**src/rtl/fp_round_pipe.sv**
```systemverilog
// Two-stage IEEE-754 rounding pipeline: S1 registers the operand and its increment
// decision, S2 registers the rounded and renormalised result, with valid/ready flow control.
module fp_round_pipe #(
   parameter int MAN_W = 24,
   parameter int EXP_W = 8
) (
   input  logic             CLK,
   input  logic             RST,
   input  logic             in_valid,
   output logic             in_ready,
   input  logic             in_sign,
   input  logic [EXP_W-1:0] in_exp,
   input  logic [MAN_W+1:0] in_man,
   input  logic             in_sticky,
   input  logic [2:0]       in_rmode,
   output logic             out_valid,
   input  logic             out_ready,
   output logic             out_sign,
   output logic [EXP_W-1:0] out_exp,
   output logic [MAN_W-1:0] out_man,
   output logic             out_overflow,
   output logic             out_inexact
);

   localparam logic [2:0] RM_RTZ = 3'd1;
   localparam logic [2:0] RM_RUP = 3'd2;
   localparam logic [2:0] RM_RDN = 3'd3;
   localparam logic [2:0] RM_RMM = 3'd4;

   function automatic logic round_inc(input logic       sign,
                                      input logic [2:0] rmode,
                                      input logic       l,
                                      input logic       g,
                                      input logic       x);
      logic inc;
      case (rmode)
         RM_RTZ:  inc = 1'b0;
         RM_RUP:  inc = ~sign & (g | x);
         RM_RDN:  inc = sign & (g | x);
         RM_RMM:  inc = g;
         default: inc = g & (l | x);
      endcase
      return inc;
   endfunction

   // Returns {overflow, exponent, significand}; a carry-out renormalises to 1.000..
   // and an all-ones exponent collapses the significand to infinity.
   function automatic logic [EXP_W+MAN_W:0] renorm(input logic [EXP_W-1:0] exp,
                                                  input logic [MAN_W-1:0] man,
                                                  input logic             inc);
      logic [MAN_W:0]   sum;
      logic [EXP_W-1:0] exp_r;
      logic [MAN_W-1:0] man_r;
      logic             ovf;
      sum = {1'b0, man} + {{MAN_W{1'b0}}, inc};
      if (sum[MAN_W]) begin
         man_r = {1'b1, {(MAN_W-1){1'b0}}};
         exp_r = exp + {{(EXP_W-1){1'b0}}, 1'b1};
      end else begin
         man_r = sum[MAN_W-1:0];
         exp_r = exp;
      end
      ovf = &exp_r;
      if (ovf)
         man_r = '0;
      return {ovf, exp_r, man_r};
   endfunction

   logic                   rdy_en_p0;
   logic                   inc_p0;
   logic                   inx_p0;
   logic                   s1_load;
   logic                   s2_load;

   logic                   vld_p1;
   logic                   sign_p1;
   logic                   inc_p1;
   logic                   inx_p1;
   logic [EXP_W-1:0]       exp_p1;
   logic [MAN_W-1:0]       man_p1;
   logic [EXP_W+MAN_W:0]   rn_p1;

   logic                   vld_p2;
   logic                   sign_p2;
   logic                   ovf_p2;
   logic                   inx_p2;
   logic [EXP_W-1:0]       exp_p2;
   logic [MAN_W-1:0]       man_p2;

   assign s2_load  = vld_p1 & (~vld_p2 | out_ready);
   assign in_ready = rdy_en_p0 & (~vld_p1 | s2_load);
   assign s1_load  = in_valid & in_ready;

   assign inc_p0 = round_inc(in_sign, in_rmode, in_man[2], in_man[1], in_man[0] | in_sticky);
   assign inx_p0 = in_man[1] | in_man[0] | in_sticky;

   // Holds in_ready low for the first cycle after reset release.
   always_ff @(posedge CLK or negedge RST) begin
      if (!RST)
         rdy_en_p0 <= 1'b0;
      else
         rdy_en_p0 <= 1'b1;
   end

   // ---- Stage 1: operand capture and increment decision ----
   always_ff @(posedge CLK or negedge RST) begin
      if (!RST) begin
         vld_p1  <= 1'b0;
         sign_p1 <= 1'b0;
         inc_p1  <= 1'b0;
         inx_p1  <= 1'b0;
         exp_p1  <= '0;
         man_p1  <= '0;
      end else begin
         vld_p1 <= s1_load | (vld_p1 & ~s2_load);
         if (s1_load) begin
            sign_p1 <= in_sign;
            inc_p1  <= inc_p0;
            inx_p1  <= inx_p0;
            exp_p1  <= in_exp;
            man_p1  <= in_man[MAN_W+1:2];
         end
      end
   end

   assign rn_p1 = renorm(exp_p1, man_p1, inc_p1);

   // ---- Stage 2: rounded, renormalised result ----
   always_ff @(posedge CLK or negedge RST) begin
      if (!RST) begin
         vld_p2  <= 1'b0;
         sign_p2 <= 1'b0;
         ovf_p2  <= 1'b0;
         inx_p2  <= 1'b0;
         exp_p2  <= '0;
         man_p2  <= '0;
      end else begin
         vld_p2 <= s2_load | (vld_p2 & ~out_ready);
         if (s2_load) begin
            sign_p2 <= sign_p1;
            ovf_p2  <= rn_p1[EXP_W+MAN_W];
            exp_p2  <= rn_p1[EXP_W+MAN_W-1:MAN_W];
            man_p2  <= rn_p1[MAN_W-1:0];
            inx_p2  <= inx_p1 | rn_p1[EXP_W+MAN_W];
         end
      end
   end

   assign out_valid    = vld_p2;
   assign out_sign     = sign_p2;
   assign out_exp      = exp_p2;
   assign out_man      = man_p2;
   assign out_overflow = ovf_p2;
   assign out_inexact  = inx_p2;

endmodule
```
**config.mk**
```make
export PLATFORM = sky130hd
export DESIGN_NAME = fp_round_pipe
export DESIGN_NICKNAME = d
export VERILOG_FILES = /design/src/rtl/fp_round_pipe.sv
export SDC_FILE = /design/constraint.sdc
export NUM_CORES = 1
export LEC_CHECK = 0
export ABC_AREA = 1
export CAP_MARGIN = 10
export CORE_UTILIZATION = 50
export CTS_CLUSTER_SIZE = 10
export DETAILED_ROUTE_END_ITERATION = 8
export HOLD_SLACK_MARGIN = 0.15
export PLACE_DENSITY = 0.8
export SYNTH_ARGS = -nofsm -noshare
export SYNTH_HDL_FRONTEND = slang
export SYNTH_SLANG_ARGS = --single-unit
```
**constraint.sdc**
```tcl
create_clock -name CLK -period 5 [get_ports CLK]
set_input_delay 1 -clock CLK [delete_from_list [all_inputs] [get_ports CLK]]
set_output_delay 1 -clock CLK [all_outputs]
set_load 0.005 [all_outputs]
```
Yosys cells after proc, flatten, opt, wreduce, memory -nomap -nowiden
Index checks and enable logic that the tools add are counted.

operators by class
  add/sub/neg operators = 2
  multiply operators = 0
  div/mod/pow operators = 0
  order comparisons = 0
  equality and inequality tests = 4
  shift operators = 0
  multiplexer cells = 4
  bitwise gates (word level) = 23
  reductions and logical operators = 1

operators by type and width
  operator                                        number
  2-to-1 mux 24 bit                               2
  adder 24 x 1 -> 25 bit                          1
  bitwise OR 1 bit                                10
  adder 8 x 1 -> 8 bit (second input constant)    1
  bitwise AND 1 bit                               8
  2-to-1 mux 8 bit                                1
  AND reduction 8 bit                             1
  == test 3 x 2 -> 1 bit (second input constant)  2
  inverter 1 bit                                  5
  case mux 1 bit (4 select lines)                 1
  == test 3 x 1 -> 1 bit (second input constant)  1
  == test 3 bit (second input constant)           1

word-level totals
  register bits after elaboration = 73
  latch bits = 0
  RAM bits = 0
  ROM bits = 0
  bits of input ports = 43
  output and inout bits = 37
  word-level logic and storage cells = 47
  memories kept = 0

Longest topological paths before layout
  word-level depth = 7
  gate-level depth with buffers = 15
  gate-level depth less buffers = 15

Worst setup path before layout
OpenSTA, ideal clock, no wires.

  kind = input-to-output
  start point = input out_ready
  end point = output in_ready
  data arrival time = 1.224 ns
  data required time = 4.000 ns
  path slack = 2.776 ns
  stages on the path = 4
  path buffers = 0
  path through = inv_1 nand3_1 nand2_1 inv_1

on the way
  cells in the longest elaborated chain, start to end = 4

RTL lines
  item                RTL line  text
  start: declaration  17        input logic out_ready,
  bitwise OR 1 bit    90        assign s2_load = vld_p1 & (~vld_p2 | out_ready);
  bitwise AND 1 bit   90
  bitwise OR 1 bit    91        assign in_ready = rdy_en_p0 & (~vld_p1 | s2_load);
  bitwise AND 1 bit   91
  end: declaration    10        output logic in_ready,

No other way between the ends.

Worst setup path in the final report
Same ends and word-level chain as after synthesis.

==> flow_summary_export.csv <==
group,metric,value,unit
synth,synthSimpleGateAreaFrac,0.366,
clock_tree,clk-insertion-delay-late,0.34,ns
grt,grt_max_degree,39,
sta,max_slew_margin,0.296,
pwr,power,1.70,mW
floorplanning,ios,80,
placed_design,post-place-ws,1.81,ns
synth,synth-xor-area-share,0.0459,
floorplanning,rows,31,
final_layout,area_growth,27.5,%
floorplanning,dieArea,0.00799,mm2
pwr,power_leakage,2.35,nW
sta,post-route-period-util,0.636,
worst_setup_path,r2r-end,"out_inexact",
worst_setup_path,rrSetupSlack,2.48,ns
status,status,"complete, no violations",
grt,antenna_found_initial,0,
final_layout,nets,598,
sta,finalSetupViolations,0,
route,drc_errors,0,
placed_design,io_buffers,79,
final_layout,antenna_cells,0,
clock_tree,path_clk_slew,0.07,ns
sta,fin_crit,3.18,ns
floorplanning,die_h,89.4,um
route,drt.antenna.violating_nets,0,
run,cap_violations,0,
synth,syn-num-nets,520,
pwr,power_density,350,mW/mm2
sta,slew_violations,0,
sta,max_freq,0.314,GHz
final_layout,drive_gt1_frac,0.0917,
grt,grt_pass1_wl,13700,um
placed_design,dp_hpwl,6110,um
sta,tightest_slew,1.05,ns
clock_tree,cts_hold_buffers,0,
worst_setup_path,r2r-start,"inc_p1",
synth,postSynthCellCount,474,
worst_setup_path,critical_path.startpoint,"out_ready",
clock_tree,cts_tree,"built",
synth,synthMuxAreaShare,0,
synth,yosysUniqueCellTypes,30,
pwr,irDropWorstVdd,171,uV
final_layout,post-route-util,0.664,
worst_setup_path,ff2ff_path_depth,15,
synth,synth-compound-area-share,0.0429,
worst_setup_path,worstPathRequired,4.00,ns
route,drt_pass1_iterations,5,
route,drtIter0Drc,251,
sta,clock_skew,0.00714,ns
min_path,holdPathStages,2,
worst_setup_path,crit_path_end_kind,"output port",
min_path,hold_end,"out_man[11]",
clock_tree,root_buffer,"clkbuf_8",
route,routed_via_density,5.02,
synth,synth_top_family_by_area,"simple AND/OR/NAND/NOR gates",
clock_tree,clock-sinks,73,
synth,ys_seq_elements,73,
clock_tree,clock_path_buffers,2,
floorplanning,start_util,0.521,
min_path,holdCritStartpoint,"out_man[11]",
min_path,hp-class,"reg2reg",
synth,synth_top_area_share,0.479,
placed_design,routabilityCongestion,0.945,
synth,synth_area_leader_cell,"dfrtp_1",
sta,fin_ws,1.82,ns
worst_setup_path,cp.arrival,2.18,ns
clock_tree,numCtsBuffers,9,
route,wirelength,8170,um
synth,ys_seq_area_frac,0.479,
clock_tree,htreeDepth,3,
grt,grt_util_all_layers,0.227,
synth,syn_area_per_cell,8.05,um2
route,wire_per_inst,12.5,um
grt,overflow,0,
worst_setup_path,path_max_fanout,2,
floorplanning,die_x,89.4,um
worst_setup_path,startpoint_type,"input pin",
synth,syn_area,0.00382,mm2
sta,rsz0062_at_grt,"no",
worst_setup_path,path_class,"in2out",
synth,ys_warn_count,0,
clock_tree,post_cts_buffers,0,
synth,synth_fa_ha_area_frac,0.00983,
grt,grt_pass1_vias,2952,
final_layout,fillers,612,
sta,finalHoldViolations,0,
floorplanning,coreArea,0.00733,mm2
sta,setup_tns,0,ns
synth,synthTopCellsByArea,"dfrtp_1 48%, nand2_1 19%, nand3_2 5.2%",
clock_tree,post_cts_resized,0,
route,vias,3291,
==> sequential cells by signal, summed over array words and instances (netlist names) <==
name	flops
exp_p1	8
inc_p1	1
inx_p1	1
man_p1	24
out_exp	8
out_inexact	1
out_man	24
out_overflow	1
out_sign	1
out_valid	1
rdy_en_p0	1
sign_p1	1
vld_p1	1
==> per-layer routing <==
metal,up-vias,global-route usage,routed length (um)
met5,-,0,0
met4,0,0.0909,148
met3,13,0.0351,523
met2,133,0.325,3450
met1,1500,0.344,4050
li1,1645,-,-
==> cell usage after synthesis <==
| master | number |
|---|---|
| nand2_2 | 3 |
| nand3b_4 | 1 |
| o21ai_0 | 16 |
| xor2_1 | 19 |
| nand3_2 | 20 |
| ha_1 | 3 |
| o31ai_1 | 1 |
| nand4_1 | 3 |
| o211ai_1 | 1 |
| dfrtp_1 | 73 |
| nand2_1 | 196 |
| buf_8 | 1 |
| nand2_4 | 2 |
| a21oi_1 | 2 |
| clkbuf_1 | 10 |
| a31oi_1 | 8 |
| buf_1 | 1 |
| buf_6 | 2 |
| nand3_1 | 14 |
| nand3b_1 | 10 |
| nor2_8 | 1 |
| o221ai_1 | 1 |
| nor2_1 | 36 |
| nor2_2 | 2 |
| inv_1 | 32 |
| buf_2 | 3 |
| nor2_4 | 2 |
| conb_1 | 1 |
| xnor2_1 | 1 |
| nor3_1 | 9 |
==> cell usage in the layout (no fill, tap or decap), drive strengths merged <==
master	count
o31ai	1
a21oi	2
a31oi	8
nor2	41
clkdlybuf4s50	78
bufinv	1
nor3	9
nand4	3
conb	1
o21ai	16
clkbuf	12
clkinv	2
dfrtp	73
xnor2	1
inv	32
xor2	19
o211ai	1
nand2	201
ha	3
buf	6
nand3b	11
nand3	34
o221ai	1
==> stage by stage <==
stage | instance area [um2] | std cells | hold slack (ns)
floorplan | 3820 | 474 | 0.442
global placement | 4670 | 640 | 0.464
detailed placement | 4670 | 640 | 0.465
CTS | 4870 | 655 | 0.485
global route | 4870 | 655 | 0.505
finish | 4870 | 655 | 0.481
==> how the worst max path moves through the flow <==
stage,slack [ns],end
finish,1.82,in_ready
CTS,1.80,in_ready
global route,1.73,in_ready
detailed placement,1.81,in_ready
global placement,1.82,in_ready
floorplan,2.78,in_ready
==> power breakdown <==
| part | switching [mW] | leakage [nW] | internal (mW) | total (mW) |
|---|---|---|---|---|
| Combinational | 0.201 | 1.34 | 0.247 | 0.447 |
| Clock | 0.205 | 0.102 | 0.254 | 0.459 |
| Sequential | 0.0868 | 0.902 | 0.708 | 0.795 |
| Total | 0.493 | 2.35 | 1.21 | 1.70 |
==> cell families (layout without fill, tap and decap cells) <==
family,count (synthesis),in the layout
AOI/OAI and AO/OA,29,29
xor gates and xnor gates,20,20
adders and majority gates,3,3
buffers and inverters,49,131
DFF,73,73
other,1,1
and+or+nand+nor,299,299
==> layout make-up <==
type                            count  area (um2)  area share
Multi-Input combinational cell    352        1780       0.365
Tap cell                           99         124      0.0255
Timing Repair Buffer               84         823       0.169
Clock inverter                      3        40.0     0.00823
Clock buffer                       12         155      0.0319
Sequential cell                    73        1830       0.375
Inverter                           32         120      0.0247
==> worst max-delay path, cell delays in order <==
cell and delay [ns]:
clkdlybuf4s50_1 0.45, inv_1 0.05, nand3_1 0.07, nand2_1 0.05
inv_1 0.06, clkdlybuf4s50_1 0.49
Note: power is estimated with default switching activity, not from simulation.
